==> src/rtl/pipe_hazard_ctrl_pkg.sv <==
// rtl/pipe_hazard_ctrl_pkg.sv - shared types and constants for the pipeline hazard controller
package pipe_ctrl_pkg;

    typedef enum logic {
        RUN = 1'b0,
        MUL = 1'b1
    } state_t;

    localparam int              REG_AW      = 5;
    localparam logic [REG_AW-1:0] REG_ZERO  = 5'd0;
    localparam int              MUL_LAT_MIN = 3;

endpackage

==> src/rtl/pipe_hazard_ctrl_if.sv <==
// rtl/pipe_hazard_ctrl_if.sv - ID/EX hazard inputs and pipeline register controls
interface pipe_hazard_ctrl_if #(
    parameter int CNT_W = 16
);
    import pipe_ctrl_pkg::*;

    logic [REG_AW-1:0] id_rs;
    logic [REG_AW-1:0] id_rt;
    logic              id_use_rs;
    logic              id_use_rt;
    logic              ex_mem_read;
    logic              ex_reg_write;
    logic [REG_AW-1:0] ex_dst;
    logic              ex_branch_taken;
    logic              ex_mul_start;
    logic              stat_clr;
    logic              pc_we;
    logic              ifid_we;
    logic              ifid_flush;
    logic              idex_bubble;
    logic              idex_hold;
    logic              exmem_bubble;
    logic              busy;
    logic [CNT_W-1:0]  stall_cnt;
    logic [CNT_W-1:0]  flush_cnt;

    modport master (
        output id_rs, id_rt, id_use_rs, id_use_rt, ex_mem_read, ex_reg_write,
               ex_dst, ex_branch_taken, ex_mul_start, stat_clr,
        input  pc_we, ifid_we, ifid_flush, idex_bubble, idex_hold, exmem_bubble,
               busy, stall_cnt, flush_cnt
    );

    modport slave (
        input  id_rs, id_rt, id_use_rs, id_use_rt, ex_mem_read, ex_reg_write,
               ex_dst, ex_branch_taken, ex_mul_start, stat_clr,
        output pc_we, ifid_we, ifid_flush, idex_bubble, idex_hold, exmem_bubble,
               busy, stall_cnt, flush_cnt
    );

endinterface

==> src/rtl/pipe_hazard_ctrl_luse_detect.sv <==
// rtl/pipe_hazard_ctrl_luse_detect.sv - load-use comparator, shared with the forwarding unit
module luse_detect
    import pipe_ctrl_pkg::*;
(
    input  logic [REG_AW-1:0] id_rs,
    input  logic [REG_AW-1:0] id_rt,
    input  logic              id_use_rs,
    input  logic              id_use_rt,
    input  logic              ex_mem_read,
    input  logic              ex_reg_write,
    input  logic [REG_AW-1:0] ex_dst,
    output logic              luse
);

    logic rs_hit;
    logic rt_hit;

    assign rs_hit = id_use_rs && (id_rs == ex_dst);
    assign rt_hit = id_use_rt && (id_rt == ex_dst);

    // $zero is never a real dependency even if a load targets it
    assign luse = ex_mem_read && ex_reg_write && (ex_dst != REG_ZERO) && (rs_hit || rt_hit);

endmodule

==> src/rtl/pipe_hazard_ctrl.sv <==
// rtl/pipe_hazard_ctrl.sv - pipeline stall/flush sequencer with mult/div hold and statistics
module pipe_hazard_ctrl
    import pipe_ctrl_pkg::*;
#(
    parameter int MUL_LAT = 4,
    parameter int CNT_W   = 16
) (
    input  logic          clk,
    input  logic          rst_n,
    pipe_hazard_ctrl_if.slave hz
);

    generate
        if (MUL_LAT < MUL_LAT_MIN || MUL_LAT > 15) begin : g_bad_mul_lat
            $error("pipe_hazard_ctrl: MUL_LAT must be within 3..15");
        end
    endgenerate

    localparam logic [0:0] S_RUN     = RUN;
    localparam logic [0:0] S_MUL     = MUL;
    localparam logic [3:0] MCNT_INIT = 4'(MUL_LAT - MUL_LAT_MIN);

    logic [0:0]       state, state_nxt;
    logic [3:0]       mcnt, mcnt_nxt;
    logic             luse;
    logic [CNT_W-1:0] stall_cnt_q, flush_cnt_q;

    luse_detect u_luse (
        .id_rs        (hz.id_rs),
        .id_rt        (hz.id_rt),
        .id_use_rs    (hz.id_use_rs),
        .id_use_rt    (hz.id_use_rt),
        .ex_mem_read  (hz.ex_mem_read),
        .ex_reg_write (hz.ex_reg_write),
        .ex_dst       (hz.ex_dst),
        .luse         (luse)
    );

    always_comb begin
        hz.pc_we        = 1'b1;
        hz.ifid_we      = 1'b1;
        hz.ifid_flush   = 1'b0;
        hz.idex_bubble  = 1'b0;
        hz.idex_hold    = 1'b0;
        hz.exmem_bubble = 1'b0;
        hz.busy         = 1'b0;
        state_nxt       = state;
        mcnt_nxt        = mcnt;
        if (!rst_n) begin
            // pipeline fills with NOPs while reset is held
            hz.pc_we       = 1'b0;
            hz.ifid_we     = 1'b0;
            hz.ifid_flush  = 1'b1;
            hz.idex_bubble = 1'b1;
        end else if (state == S_MUL) begin
            hz.pc_we        = 1'b0;
            hz.ifid_we      = 1'b0;
            hz.idex_hold    = 1'b1;
            hz.exmem_bubble = 1'b1;
            hz.busy         = 1'b1;
            if (mcnt == 4'd0) begin
                state_nxt = S_RUN;
            end else begin
                mcnt_nxt = mcnt - 4'd1;
            end
        end else if (hz.ex_branch_taken) begin
            hz.ifid_flush  = 1'b1;
            hz.idex_bubble = 1'b1;
        end else if (hz.ex_mul_start) begin
            hz.pc_we        = 1'b0;
            hz.ifid_we      = 1'b0;
            hz.idex_hold    = 1'b1;
            hz.exmem_bubble = 1'b1;
            state_nxt       = S_MUL;
            mcnt_nxt        = MCNT_INIT;
        end else if (luse) begin
            hz.pc_we       = 1'b0;
            hz.ifid_we     = 1'b0;
            hz.idex_bubble = 1'b1;
        end
    end

    always_ff @(posedge clk or negedge rst_n) begin
        if (!rst_n) begin
            state <= S_RUN;
            mcnt  <= 4'd0;
        end else begin
            state <= state_nxt;
            mcnt  <= mcnt_nxt;
        end
    end

    // clear wins over a same-cycle increment; both counters stick at all-ones
    always_ff @(posedge clk or negedge rst_n) begin
        if (!rst_n) begin
            stall_cnt_q <= '0;
            flush_cnt_q <= '0;
        end else if (hz.stat_clr) begin
            stall_cnt_q <= '0;
            flush_cnt_q <= '0;
        end else begin
            if (!hz.pc_we && (stall_cnt_q != '1)) begin
                stall_cnt_q <= stall_cnt_q + CNT_W'(1);
            end
            if (hz.ifid_flush && (flush_cnt_q != '1)) begin
                flush_cnt_q <= flush_cnt_q + CNT_W'(1);
            end
        end
    end

    assign hz.stall_cnt = stall_cnt_q;
    assign hz.flush_cnt = flush_cnt_q;

endmodule

==> src/flat_wrapper.sv <==
// flat-port wrapper written by rule: the top's interface ports become plain ports
module pipe_hazard_ctrl_flat import pipe_ctrl_pkg::*;
#(
    parameter int MUL_LAT = 4,
    parameter int CNT_W   = 16
)
  (clk, rst_n, hz_id_rs, hz_id_rt, hz_id_use_rs, hz_id_use_rt, hz_ex_mem_read, hz_ex_reg_write, hz_ex_dst, hz_ex_branch_taken, hz_ex_mul_start, hz_stat_clr, hz_pc_we, hz_ifid_we, hz_ifid_flush, hz_idex_bubble, hz_idex_hold, hz_exmem_bubble, hz_busy, hz_stall_cnt, hz_flush_cnt);
  pipe_hazard_ctrl_if #(.CNT_W(CNT_W)) hz_i ();
  input  logic clk;
  input  logic rst_n;
  input wire logic [$bits(hz_i.id_rs)-1:0] hz_id_rs;
  input wire logic [$bits(hz_i.id_rt)-1:0] hz_id_rt;
  input wire logic [$bits(hz_i.id_use_rs)-1:0] hz_id_use_rs;
  input wire logic [$bits(hz_i.id_use_rt)-1:0] hz_id_use_rt;
  input wire logic [$bits(hz_i.ex_mem_read)-1:0] hz_ex_mem_read;
  input wire logic [$bits(hz_i.ex_reg_write)-1:0] hz_ex_reg_write;
  input wire logic [$bits(hz_i.ex_dst)-1:0] hz_ex_dst;
  input wire logic [$bits(hz_i.ex_branch_taken)-1:0] hz_ex_branch_taken;
  input wire logic [$bits(hz_i.ex_mul_start)-1:0] hz_ex_mul_start;
  input wire logic [$bits(hz_i.stat_clr)-1:0] hz_stat_clr;
  output wire logic [$bits(hz_i.pc_we)-1:0] hz_pc_we;
  output wire logic [$bits(hz_i.ifid_we)-1:0] hz_ifid_we;
  output wire logic [$bits(hz_i.ifid_flush)-1:0] hz_ifid_flush;
  output wire logic [$bits(hz_i.idex_bubble)-1:0] hz_idex_bubble;
  output wire logic [$bits(hz_i.idex_hold)-1:0] hz_idex_hold;
  output wire logic [$bits(hz_i.exmem_bubble)-1:0] hz_exmem_bubble;
  output wire logic [$bits(hz_i.busy)-1:0] hz_busy;
  output wire logic [$bits(hz_i.stall_cnt)-1:0] hz_stall_cnt;
  output wire logic [$bits(hz_i.flush_cnt)-1:0] hz_flush_cnt;
  assign hz_i.id_rs = hz_id_rs;
  assign hz_i.id_rt = hz_id_rt;
  assign hz_i.id_use_rs = hz_id_use_rs;
  assign hz_i.id_use_rt = hz_id_use_rt;
  assign hz_i.ex_mem_read = hz_ex_mem_read;
  assign hz_i.ex_reg_write = hz_ex_reg_write;
  assign hz_i.ex_dst = hz_ex_dst;
  assign hz_i.ex_branch_taken = hz_ex_branch_taken;
  assign hz_i.ex_mul_start = hz_ex_mul_start;
  assign hz_i.stat_clr = hz_stat_clr;
  assign hz_pc_we = hz_i.pc_we;
  assign hz_ifid_we = hz_i.ifid_we;
  assign hz_ifid_flush = hz_i.ifid_flush;
  assign hz_idex_bubble = hz_i.idex_bubble;
  assign hz_idex_hold = hz_i.idex_hold;
  assign hz_exmem_bubble = hz_i.exmem_bubble;
  assign hz_busy = hz_i.busy;
  assign hz_stall_cnt = hz_i.stall_cnt;
  assign hz_flush_cnt = hz_i.flush_cnt;
  pipe_hazard_ctrl #(.MUL_LAT(MUL_LAT), .CNT_W(CNT_W)) u_core (.clk(clk), .rst_n(rst_n), .hz(hz_i));
endmodule
==> config.mk <==
export PLATFORM = sky130hd
export DESIGN_NAME = pipe_hazard_ctrl_flat
export DESIGN_NICKNAME = d
export VERILOG_FILES = /design/src/rtl/pipe_hazard_ctrl_pkg.sv /design/src/rtl/pipe_hazard_ctrl_if.sv /design/src/rtl/pipe_hazard_ctrl_luse_detect.sv /design/src/rtl/pipe_hazard_ctrl.sv /design/src/flat_wrapper.sv
export SDC_FILE = /design/constraint.sdc
export NUM_CORES = 1
export LEC_CHECK = 0
export CAP_MARGIN = 10
export CORE_ASPECT_RATIO = 1.4
export CORE_UTILIZATION = 49
export DETAILED_ROUTE_END_ITERATION = 12
export MAX_ROUTING_LAYER = met4
export PLACE_DENSITY = 0.81
export SLEW_MARGIN = 20
export SYNTH_ARGS = -nofsm -noshare
export SYNTH_HDL_FRONTEND = slang
export SYNTH_HIERARCHICAL = 1
export SYNTH_SLANG_ARGS = --single-unit
==> constraint.sdc <==
create_clock -name clk -period 2.77 [get_ports clk]
set_input_delay 0.4155 -clock clk [delete_from_list [all_inputs] [get_ports clk]]
set_output_delay 0.4155 -clock clk [all_outputs]
set_load 0.01 [all_outputs]
; ---- Word level (Yosys, flattened, before mapping)
; Index checks and enable logic that the tools add are counted.
[classes]
add_sub_neg = 3
eq_ne = 6
n_mux = 29
n_reduce_logical = 15
[op_table]
columns = op, count
row1 = two-way mux 16 bit, 4
row2 = adder 16 x 1 -> 16 bit (second input constant), 2
row3 = inequality test 16 bit (second input constant), 2
row4 = two-way mux 1 bit, 21
row5 = two-way mux 4 bit, 4
row6 = equality test 5 bit, 2
row7 = logical AND 1 bit, 7
row8 = nonzero test 2 bit, 3
row9 = nonzero test 5 bit, 1
row10 = logical NOT 4 bit, 1
row11 = AND reduction 4 bit, 1
row12 = subtractor 4 x 1 -> 4 bit (second input constant), 1
row13 = inequality test 2 x 1 -> 1 bit (second input constant), 1
row14 = inequality test 2 bit (second input constant), 1
row15 = logical NOT 1 bit, 1
row16 = logical OR 1 bit, 1
[totals]
reg_bits = 37
in_bits = 24
out_inout_bits = 39
elab_cells = 57

; ---- Depth between registers and ports, before layout
; Gate-level depths: netlist of run 1.
[depth]
word_depth = 13
mapped_depth = 9
ltp_nobuf = 8

; ---- By module
; Netlist of run 1, hierarchy kept.
[modules_own_cells]
columns = module, instances, cells_per_inst, area_per_inst_um2, seq_area_each_um2
row1 = pipe_hazard_ctrl, 1, 233, 2193.4, 925.9
row2 = luse_detect, 1, 17, 135.1, 0.0

; ---- Worst setup path after synthesis of run 1
; OpenSTA, ideal clock, no wires.
[synth_timing]
path_type = input -> output
startpoint = in hz_ex_dst[2]
endpoint = out hz_pc_we
t_arrival_ns = 1.985
required_time_ns = 2.355
setup_slack_ns = 0.369
cell_stages = 7
path_buffers = 2
cell_sequence = or4_1 o211ai_2 a21oi_1 o21bai_1 and2_1 clkbuf_1 buf_4
[synth_via]
elab_chain_cells = 9
word_cells_on_any_way = 13
classes_between = eq/ne: 2 / mux: 5 / reduce/logical: 6
[synth_lines]
columns = element, line_no
row1 = from (decl), flat_wrapper.sv:17  ; input wire logic [$bits(hz_i.ex_dst)-1:0] hz_ex_dst;
row2 = equality test 5 bit (on tied branches), "pipe_hazard_ctrl_luse_detect.sv:18, pipe_hazard_ctrl_luse_detect.sv:19"
row3 = logical AND 1 bit (on tied branches), "pipe_hazard_ctrl_luse_detect.sv:18, pipe_hazard_ctrl_luse_detect.sv:19"
row4 = logical OR 1 bit, pipe_hazard_ctrl_luse_detect.sv:22  ; assign luse = ex_mem_read && ex_reg_write && (ex_dst != REG_ZERO) && (rs_hit || rt_hit);
row5 = logical AND 1 bit *, pipe_hazard_ctrl_luse_detect.sv:22
row6 = named net u_core.luse, pipe_hazard_ctrl.sv:25  ; logic luse;
row7 = two-way mux 1 bit * (5 in a row), --
row8 = to (decl), flat_wrapper.sv:21  ; output wire logic [$bits(hz_i.pc_we)-1:0] hz_pc_we;
; The timed path passes the listed nets; every way through them passes the cells marked *.

; ---- Worst setup path after layout of run 1
[layout_timing]
startpoint = in hz_id_rs[1]
endpoint = reg u_core.stall_cnt_q[11] (netlist: u_core/hz.stall_cnt[11])
[layout_via]
elab_chain_cells = 12
[layout_lines]
columns = element, line_no
row1 = from (decl), flat_wrapper.sv:11  ; input wire logic [$bits(hz_i.id_rs)-1:0] hz_id_rs;
row2 = equality test 5 bit, pipe_hazard_ctrl_luse_detect.sv:18  ; assign rs_hit = id_use_rs && (id_rs == ex_dst);
row3 = logical AND 1 bit, pipe_hazard_ctrl_luse_detect.sv:18
row4 = logical OR 1 bit, pipe_hazard_ctrl_luse_detect.sv:22
row5 = logical AND 1 bit, pipe_hazard_ctrl_luse_detect.sv:22
row6 = named net u_core.luse, pipe_hazard_ctrl.sv:25
row7 = two-way mux 1 bit, pipe_hazard_ctrl.sv:76  ; end else if (luse) begin
row8 = two-way mux 1 bit, pipe_hazard_ctrl.sv:69  ; end else if (hz.ex_mul_start) begin
row9 = two-way mux 1 bit, pipe_hazard_ctrl.sv:66  ; end else if (hz.ex_branch_taken) begin
row10 = two-way mux 1 bit, pipe_hazard_ctrl.sv:55  ; end else if (state == S_MUL) begin
row11 = two-way mux 1 bit, pipe_hazard_ctrl.sv:49  ; if (!rst_n) begin
row12 = logical NOT 1 bit, pipe_hazard_ctrl.sv:102  ; if (!hz.pc_we && (stall_cnt_q != '1)) begin
row13 = logical AND 1 bit, pipe_hazard_ctrl.sv:102
row14 = nonzero test 2 bit (no line), --
row15 = to (signal assigned), pipe_hazard_ctrl.sv:103  ; stall_cnt_q <= stall_cnt_q + CNT_W'(1);
row16 = to (decl), pipe_hazard_ctrl.sv:26  ; logic [CNT_W-1:0] stall_cnt_q, flush_cnt_q;
; The timed path passes the listed nets, and every way through them passes these cells.
; A chain may end at the register's enable or synchronous reset.

==> summary.md, run 1 <==
| Metric | Value |
|---|---|
| Status | finished, final reports clean |
| Post-place setup slack | -0.296 ns |
| Max Fanout on Critical Path | 5 |
| CP Cell Sequence | clkdlybuf4s50_1 > xor2_1 > nor4_1 > nand3_1 > a21oi_2 > o21bai_1 > buf_4 > a211o_4 > or4_4 > a21oi_2 |
| Bufs and invs on worst path | 2 |
| P per Cell Area | 416 nW/um^2 |
| Worst Setup EP | u_core/hz.stall_cnt[11] |
| Placed cell area | 3050 sq um |
| Number of global-route vias before repair | 2,146 |
| CP top delay family | simple AND/OR/NAND/NOR gates |
| Sequential share of the synthesized area | 39.8% |
| Final setup viols | 0 |
| Unique masters post-synth | 47 |
| Met3 wire length | 346 um |
| Total GRT Usage | 24.9% |
| Mapped Nets | 277 |
| Hold Worst Slack | 0.540 ns |
| First DRT Iteration DRCs | 76 |
| Clock group share of total power | 27.4% |
| Critical Path RT | 2.97 ns |
| Vias post-DR | 2,311 |
| Top_reg_cell synth | dfrtp_1 |
| Post-Route M1 WL | 2.45 mm |
| Syn Area/Cell | 9.31 sq um |
| Fin. Hold Viols | 0 |
| Slowest cell on crit path | or4_4 |
| First-pass GRT wire length | 9.45 mm |
| Net Sw Frac | 28.7% |
| Crit path from | hz_id_rs[1] |
| Cell depth of the worst flop-to-flop path | 6 |
| Die Wd | 60.3 um |
| TritonCTS clock tree | built |
| Post-synthesis to final-layout area growth | 38.6% |
| Max layer used | met4 |
| Synthesized area | 2330 sq um |
| Final non-filler cell area | 3230 sq um |
| Max clock buf depth | 2 |
| Die Y | 83.6 um |
| Ant diodes | 0 |
| Crit path kind | input pin to register |
| Total gr overflow | 0 |
| Largest net degree at the start of global routing | 39 |
| Antenna violations before repair | 0 |
| Fin nets | 351 |
| Die area | 5040 sq um |
| Met2 Wirelength | 3.23 mm |
| Drt total wl | 6.09 mm |
| Max-slew headroom | 56.1% |
| Skew-Pair Late Insertion Delay | 0.28 ns |
| Placer Congestion | 0.770 |
| Initial Util | 51.3% |
| Most frequent CP cell | a21oi_2 |
| Static Leak | 0.00126 uW |
| Post-route ant nets | 0 |
| FMAX | 363 MHz |
| Synth warn | 6 |
| Worst setup EP type | register |
| Synth Instances | 250 |
| Seq pwr share | 47.5% |
| Hold crit path type | input pin to asynchronous set/reset pin |
| DRC viols | 0 |
| Arrival time worst endpoint | 2.95 ns |
| Final min period | 2.75 ns |
| Core footprint | 4540 sq um |
| Wirelength per Cell | 15.8 um |
| Asr flop ratio synth | 100% |
| Max incr delay on CP | 0.52 ns |
| Worst R2R Start | u_core/hz.stall_cnt[0] |
| Number of stages on the worst setup path | 10 |
| Pre-Repair DR Iteration Count | 4 |
| Boundary pin count | 63 |
| MaxCap Viol Count | 0 |
| CTS Buf Count | 5 |
| Crit Reg-Reg Endpoint | u_core/hz.stall_cnt[6] |
| Worst-case clock skew | 0.00313 ns |
| Dpl hpwl | 4.20 mm |
| Core Rows | 29 |
| Final setup margin | 0.0172 ns |
| Share of post-route cells with drive strength above 1 | 14.8% |
| Worst Max-Slew Pin Slew | 0.654 ns |
| Reg2reg setup slack | 0.75 ns |
| H-tree depth | 2 |
| Fin util | 71.1% |
| Vias/cell | 5.99 |
| Net Switching | 385 uW |
| Post-synth EDFFs | 0 |
| Startpoint Class | input pin |
| Final Cycle Share | 99.4% |
| Worst VDD drop | 0.000330 V |
| Slew Limit Fails | 0 |
| PortBufs | 62 |
| Clock root cell | clkbuf_8 |
| RSZ-0062 raised after global routing | true |
| #FFs+latches synth | 37 |
| Power Internal | 958 uW |
| CTS Sinks | 37 |
| Combinational share of power | 25.2% |
| CTS clk-pin slew, worst paths | 0.07 ns |
==> worst min-delay path by stage <==
stage,startpoint,end,slack (ns),cells after the start
floorplan,rst_n,u_core/hz.flush_cnt[0],0.12,0
global placement,rst_n,u_core/state,0.30,1
detailed placement,rst_n,u_core/state,0.30,1
CTS,rst_n,u_core/state,0.003,1
global route,rst_n,u_core/state,0.55,2
finish,rst_n,u_core/state,0.54,2
==> per-stage QoR <==
stage / setup TNS [ns] / instances / total power (uW)
2_1_floorplan: 0 / 250 / 826
3_3_place_gp: -2.57 / 375 / 969
3_5_place_dp: -3.70 / 375 / 979
4_1_cts: 0 / 383 / 1350
5_1_grt: -0.833 / 386 / 1430
6_report: 0 / 386 / 1340
==> cell families after synthesis <==
| kind of cell | synth area share [%] |
|---|---|
| xor gates and xnor gates | 3.76 |
| adders and majority gates | 1.61 |
| buffers and inverters | 4.62 |
| DFF | 39.8 |
| and+or+nand+nor | 27.8 |
| muxes | 2.42 |
| AOI/OAI and AO/OA | 20.0 |
==> state kept, by name, summed over array words and instances (netlist names) <==
signal,count
u_core/mcnt,4
u_core/hz.flush_cnt,16
u_core/hz.stall_cnt,16
u_core/state,1
==> cell usage after synthesis (3+ instances only) <==
cell type,count,area share (%)
a21oi_1,27,5.8
and4_1,3,1.1
buf_4,3,0.97
clkbuf_1,6,0.97
dfrtp_1,37,40
ha_1,3,1.6
inv_1,11,1.8
mux2_2,5,2.4
nand2_1,10,1.6
nand3_1,11,2.4
nand4_1,8,2.1
nor2_1,14,2.3
nor2b_1,6,1.6
nor4_1,3,0.81
o21ai_0,10,2.1
o31ai_1,18,5.8
o41ai_1,4,1.5
or3_1,5,1.3
or4_1,21,6.8
xor2_1,8,3.0
==> cells in the final DEF, fill, tap and decap left out, drive strengths merged, types with 3 or more instances in the layout <==
cell type and n:
clkbuf 7, or4 21, dlymetal6s2s 4, o31ai 18
nor2b 7, ha 3, nand4 9, mux2 5
inv 11, a21oi 27, buf 16, nand2 10
or3 5, o21ai 10, o41ai 4, nand3 11
clkdlybuf4s50 54, dfrtp 37, and4 3, xor2 8
nor2 14, nor4 5
==> power groups by stage <==
stage | Clock [uW] | Sequential (uW) | Combinational [uW]
finish | 367 | 638 | 338
floorplan | 0 | 640 | 186
detailed placement | 0 | 646 | 333
global route | 402 | 648 | 378
CTS | 381 | 638 | 334
global placement | 0 | 646 | 323
==> routing by layer <==
layer  vias up  track usage [%]
met3         4             6.36
met2        60             41.2
li1       1116                -
met5         -                -
met1      1131             28.4
met4         0             8.46
==> what timing repair did <==
action                                  CTS  global route
endpoints found under the setup margin    4            17
hold buffers                              0             1
pin swaps                                 1             9
gates resized for setup                   7            14
cloned                                    0             1
setup buffers                             1             1
hold endpoints to repair                  0             6
==> area by class of cell <==
type                    count  area [sq um]
repair buffers             78           747
fillers                   366          1310
clock buffers               7          86.3
multi-input cells         191          1350
inverters                  11          41.3
flip-flops and latches     37           926
well taps                  62          77.6
(Power assumes the default switching activity.)
==> inputs of run 2 (changes only) <==
ABC_AREA = 1   (was default)
CORE_MARGIN = 10   (was default)
PLACE_DENSITY = 0.8   (was 0.81)
SYNTH_HIERARCHICAL = default   (was 1)
==> run 2 against run 1 <==
  * Non-clock buffer count shrank 11
  * Global-route usage is 8.9 points lower
  * Highest routed layer unchanged
  * Routed wire length increased by 8.3%
  * Clock-buffer cell count did not move
  * Combinational power grew 2%
  * Critical path depth rose by 3
  * Synthesized area rose by 6.4%
  * Die area grew 66%
  * Critical endpoint is now hz_pc_we
==> summary.md, run 2 <==
| Metric | Value |
|---|---|
| Syn Area/Cell | 6.98 sq um |
| TritonCTS clock tree | built |
| Mapped Nets | 382 |
| Antenna violations before repair | 0 |
| Top post-synthesis cells by area | dfrtp_1, nand2_1, inv_1, nand3_1, nor2_1 |
| Worst VDD drop | 0.000296 V |
| Most frequent CP cell | nand2_1 |
| Synthesized area | 2480 sq um |
| CTS Buf Count | 5 |
| DRC viols | 0 |
| RSZ-0062 raised after global routing | false |
| Pre-Repair DR Iteration Count | 5 |
| Die Wd | 80.1 um |
| Final setup viols | 0 |
| Arrival time worst endpoint | 2.17 ns |
| Top cells by count, synth | nand2_1, inv_1, nor2_1 |
| Yosys top cell by area | dfrtp_1 |
| Vias post-DR | 2,570 |
| Drt total wl | 6.59 mm |
| Placer Congestion | 0.887 |
| CP Cell Sequence | clkdlybuf4s50_1 > inv_1 > nand2_1 > nand2_1 > nor2_1 > nand3_1 > nand2_1 > nand2_1 > nand2_1 > nand2_1 > nand2_2 > inv_1 > clkdlybuf4s50_1 |
| Synth warn | 0 |
| Max incr delay on CP | 0.53 ns |
| Post-place setup slack | 0.189 ns |
| Slowest cell on crit path | clkdlybuf4s50_1 |
| Storage cell area | 926 sq um |
| Final Cycle Share | 93.4% |
| FMAX | 387 MHz |
| Slew Limit Fails | 0 |
| Total GRT Usage | 16.0% |
| Worst setup EP type | output pin |
| Max-slew headroom | 67.2% |
| Largest net degree at the start of global routing | 25 |
| Skew-Pair Late Insertion Delay | 0.29 ns |
| Dpl hpwl | 5.01 mm |
| Post-CTS Setup Bufs | 0 |
| H-tree depth | 2 |
| Worst-case clock skew | 0.00716 ns |
| Number of global-route vias before repair | 2,437 |
| MaxCap Viol Count | 0 |
| Top_reg_cell synth | dfrtp_1 |
| Commonest non-fill, non-tap cell in the layout | nand2_1 |
| Hold Worst Slack | 0.498 ns |
| Critical Path RT | 2.35 ns |
| Post-route ant nets | 0 |
| CTS clk-pin slew, worst paths | 0.07 ns |
| Fin. Hold Viols | 0 |
| Clock root cell | clkbuf_8 |
| CTS Sinks | 37 |
| Unique masters post-synth | 31 |
| Max clock buf depth | 2 |
| Status | finished, final reports clean |
| P per Cell Area | 427 nW/um^2 |
| Ant diodes | 0 |
| Vias/cell | 5.31 |
| Die area | 8340 sq um |
| Crit path from | hz_ex_dst[0] |
| Area occupied by multi-input gates | 1280 sq um |
| Commonest cells after routing, fill and taps aside | nand2_1, clkdlybuf4s50_1, inv_1, nor2_1, dfrtp_1 |
| Max Fanout on Critical Path | 4 |
| Total gr overflow | 0 |
| Static Leak | 0.00164 uW |
| Final min period | 2.59 ns |
| First DRT Iteration DRCs | 108 |
| Most instantiated library cell after synthesis | nand2_1 |
| #FFs+latches synth | 37 |
| Final TNS setup | 0 ns |
| Fin nets | 446 |
| FILL cells | 446 |
| Initial Util | 50.8% |
| Asr flop ratio synth | 100% |
| Post-synth EDFFs | 0 |
| Boundary pin count | 63 |
| Core Rows | 30 |
| Worst Max-Slew Pin Slew | 0.492 ns |
| PortBufs | 62 |
| Die Y | 104 um |
| Hold crit path type | register to register |
| Area share of the largest cell type after synthesis | 37.4% |
| Final setup margin | 0.183 ns |
| Startpoint Class | input pin |
| Crit path kind | input pin to output pin |
| Reg2reg setup slack | 0.68 ns |
| Sequential share of the synthesized area | 37.4% |
| Worst R2R Start | u_core.hz.stall_cnt[0] |
| Synth Instances | 355 |
| Wirelength per Cell | 13.6 um |
| First-pass GRT wire length | 10.9 mm |
| Post-synthesis to final-layout area growth | 31.4% |
| Core footprint | 4880 sq um |
| Hold Crit Start | u_core.mcnt[0] |
| Share of post-route cells with drive strength above 1 | 6.67% |
[run 2: cell count changes after synthesis, sizes merged, moves of 14 or more]
cell,delta
a21oi,-19
inv,+45
nand2,+85
nand3,+21
nand4,+16
nor2,+29
o31ai,-14
or4,-21
[run 2: stage by stage]
step                total power, uW  cells  cell area, sq um  utilization, %
finish                         1390    484              3260            66.8
global route                   1470    484              3260            66.8
CTS                            1410    484              3260            66.8
detailed placement              982    475              3150            64.5
global placement                970    475              3150            64.5
floorplan                       832    355              2480               -
[run 2: kinds of logic after synthesis]
kind of cell             count (synthesis)  share of synthesized area [%]
AO/OA/AOI/OAI                           28                           7.02
XOR/XNOR                                17                           6.01
adder cells (fa/ha/maj)                  3                           1.51
buffers and inverters                   66                           10.8
flip-flops                              37                           37.4
AND/OR/NAND/NOR                        204                           37.3
[run 2: layer usage]
metal / global-route usage (%) / routed length (um) / vias up
li1: - / - / 1268
met1: 17.6 / 2570 / 1208
met2: 26.2 / 3480 / 79
met3: 4.15 / 424 / 15
met4: 6.94 / 123 / 0
met5: - / 0 / -
[run 2: worst max-delay path: cells and delay by family]
family | cells | cell delay [ns]
AND/OR/NAND/NOR | 9 | 0.62
buffers and inverters | 4 | 1.13
[run 2: what timing repair did]
item                      in CTS  in global routing
hold buffers                   1                  0
hold endpoints to repair       5                  0
gates resized for setup        0                  0
[run 2: final timing paths]
| kind | cells after the start | to |
|---|---|---|
| hold / removal | 1 | u_core.mcnt[0] |
| hold reg to reg | 1 | u_core.mcnt[0] |
| max in group asynchronous | 3 | u_core.hz.stall_cnt[12] |
| min in group asynchronous | 2 | u_core.mcnt[2] |
| setup reg to reg | 9 | u_core.hz.stall_cnt[13] |
| setup / recovery | 13 | hz_pc_we |
[run 2: power breakdown]
group / internal [uW] / switching, uW
combinational: 155 / 192
clock: 225 / 197
sequential: 584 / 38.2
total: 963 / 427
[run 2: layout make-up]
cell class	count	area share, %
multi-input combinational	252	39.4
sequential	37	28.4
timing repair buffer	67	20.1
inverter	56	6.45
clock buffer	7	2.96
tap	64	2.46
clock inverter	1	0.154
==> inputs of run 3 (changes only) <==
CORE_UTILIZATION = 51   (was 49)
CTS_BUF_LIST = sky130_fd_sc_hd__clkbuf_4 sky130_fd_sc_hd__clkbuf_8   (was default)
PLACE_DENSITY = 0.83   (was 0.8)
RECOVER_POWER = 25   (was default)
==> run 3 against run 2 <==
  * Utilization grew 1.1 points
  * Global-route usage grew 1.1 points
  * Combinational power is essentially flat
  * Clock power shrank 7.3%
  * Die area shrank 3.1%
  * Via count shrank 0.93%
  * Critical endpoint is now hz_ifid_we
  * Highest routed layer unchanged
==> summary.md, run 3 (synthesized netlist as in run 2, its figures left out) <==
| Metric | Value |
|---|---|
| Final Cycle Share | 92.9% |
| Post-cts sizing count | 0 |
| Net Switching | 418 uW |
| TritonCTS clock tree | built |
| Max-slew headroom | 43.8% |
| Commonest non-fill, non-tap cell in the layout | nand2_1 |
| PortBufs | 62 |
| Commonest cells after routing, fill and taps aside | nand2_1, clkdlybuf4s50_1, inv_1, nor2_1, dfrtp_1 |
| Seq pwr share | 45.8% |
| Hold Worst Slack | 0.512 ns |
| Net Sw Frac | 30.6% |
| Skew-Pair Late Insertion Delay | 0.29 ns |
| Dpl hpwl | 5.01 mm |
| Core footprint | 4770 sq um |
| Post-synthesis to final-layout area growth | 30.6% |
| Worst-case clock skew | 0.00606 ns |
| Worst VDD drop | 0.000274 V |
| Die Wd | 78.9 um |
| Static Leak | 0.00163 uW |
| Clock root cell | clkbuf_8 |
| Ant diodes | 0 |
| Startpoint Class | input pin |
| Post-CTS Hold Buffers | 1 |
| Placer Congestion | 0.908 |
| Crit path kind | input pin to output pin |
| First DRT Iteration DRCs | 176 |
| Fin nets | 445 |
| Total GRT Usage | 17.1% |
| Worst setup EP type | output pin |
| Fin. Hold Viols | 0 |
| Pre-Repair DR Iteration Count | 4 |
| Hold crit path type | input pin to asynchronous set/reset pin |
| Post-route ant nets | 0 |
| Vias/cell | 5.28 |
| Largest net degree at the start of global routing | 35 |
| Antenna violations before repair | 0 |
| Placed Instances | 474 |
| Share of post-route cells with drive strength above 1 | 6.22% |
| Boundary pin count | 63 |
| Final setup viols | 0 |
| First-pass GRT wire length | 11.1 mm |
| Number of global-route vias before repair | 2,617 |
| FMAX | 389 MHz |
| Max Fanout on Critical Path | 4 |
| Worst Max-Slew Pin Slew | 0.844 ns |
| Final Non-Filler Cells | 482 |
| Max clock buf depth | 2 |
| Combinational share of power | 25.5% |
| Critical Path RT | 2.35 ns |
| Total gr overflow | 0 |
| Arrival time worst endpoint | 2.16 ns |
| H-tree depth | 2 |
| CTS Sinks | 37 |
| Clock group share of total power | 28.7% |
| CTS Buf Count | 5 |
| Final min period | 2.57 ns |
| Final TNS setup | 0 ns |
| Vias post-DR | 2,546 |
| RSZ-0062 raised after global routing | false |
| Initial Util | 52.0% |
| Slew Limit Fails | 0 |
| MaxCap Viol Count | 0 |
| Core Rows | 30 |
| Wirelength per Cell | 13.4 um |
| Drt total wl | 6.45 mm |
| Post-CTS Setup Bufs | 0 |
| Status | finished, final reports clean |
| Die Y | 102 um |
| CTS clk-pin slew, worst paths | 0.07 ns |
| Power Internal | 945 uW |
| Die area | 8090 sq um |
| P per Cell Area | 421 nW/um^2 |
| DRC viols | 0 |
[run 3: cell count changes in the layout (fill, tap and decap cells not counted)]
| cell | delta |
|---|---|
| clkbuf_2 | +1 |
| clkbuf_4 | +1 |
| clkinv_2 | -1 |
| clkbuf_8 | -1 |
| buf_4 | -2 |
[run 3: stage by stage]
| stage | cell area (sq um) | setup WS (ns) | total power [uW] | utilization, % |
|---|---|---|---|---|
| after global routing | 3240 | 0.0357 | 1450 | 67.9 |
| after detailed placement | 3140 | 0.193 | 985 | 65.9 |
| after floorplan | 2480 | 0.862 | 832 | - |
| after CTS | 3240 | 0.189 | 1380 | 68.0 |
| after global placement | 3140 | 0.246 | 965 | 65.9 |
| final | 3240 | 0.197 | 1360 | 67.9 |
[run 3: worst paths after layout]
path / from / end / slack (ns) / cells after the start
min reg2reg: u_core.mcnt[0] / u_core.mcnt[0] / 0.52 / 1
max reg2reg: u_core.hz.stall_cnt[0] / u_core.hz.stall_cnt[9] / 0.73 / 9
min in group clk: u_core.mcnt[0] / u_core.mcnt[0] / 0.52 / 1
max: hz_ex_dst[1] / hz_ifid_we / 0.20 / 13
min: rst_n / u_core.mcnt[1] / 0.51 / 2
max in group asynchronous: rst_n / u_core.hz.stall_cnt[11] / 1.23 / 3
[run 3: metal layers]
layer  part of all wire, %  GRT usage (%)  wire length, um  vias to the layer above
met5                     0              -                0                        -
met4                   2.3           6.64              146                        0
li1                      -              -                -                     1269
met2                    51           30.8             3270                       72
met1                    41           17.2             2660                     1190
met3                   5.7           4.31              370                       15
[run 3: final cells by class]
class / instances / area (sq um)
Sequential cell: 37 / 926
Timing Repair Buffer: 66 / 646
Clock buffer: 7 / 90.1
Multi-Input combinational cell: 252 / 1280
Inverter: 56 / 210
Tap cell: 64 / 80.1
Fill cell: 441 / 1530
[run 3: power groups by stage]
stage / Clock (uW) / Combinational, uW / Sequential (uW)
2_1_floorplan: 0 / 202 / 630
3_3_place_gp: 0 / 335 / 630
3_5_place_dp: 0 / 351 / 634
4_1_cts: 405 / 354 / 623
5_1_grt: 425 / 393 / 632
6_report: 391 / 347 / 624
[run 3: worst max-delay path: stages]
cell             delay (ns)
clkdlybuf4s50_1        0.55
inv_2                  0.06
nand2_1                0.05
nand2_1                0.05
nor2_1                 0.09
nand3_1                0.08
nand2_1                0.07
nand2_1                0.06
nand2_1                0.05
nand2_1                0.05
nand2_2                0.09
inv_1                  0.06
clkdlybuf4s50_1        0.48
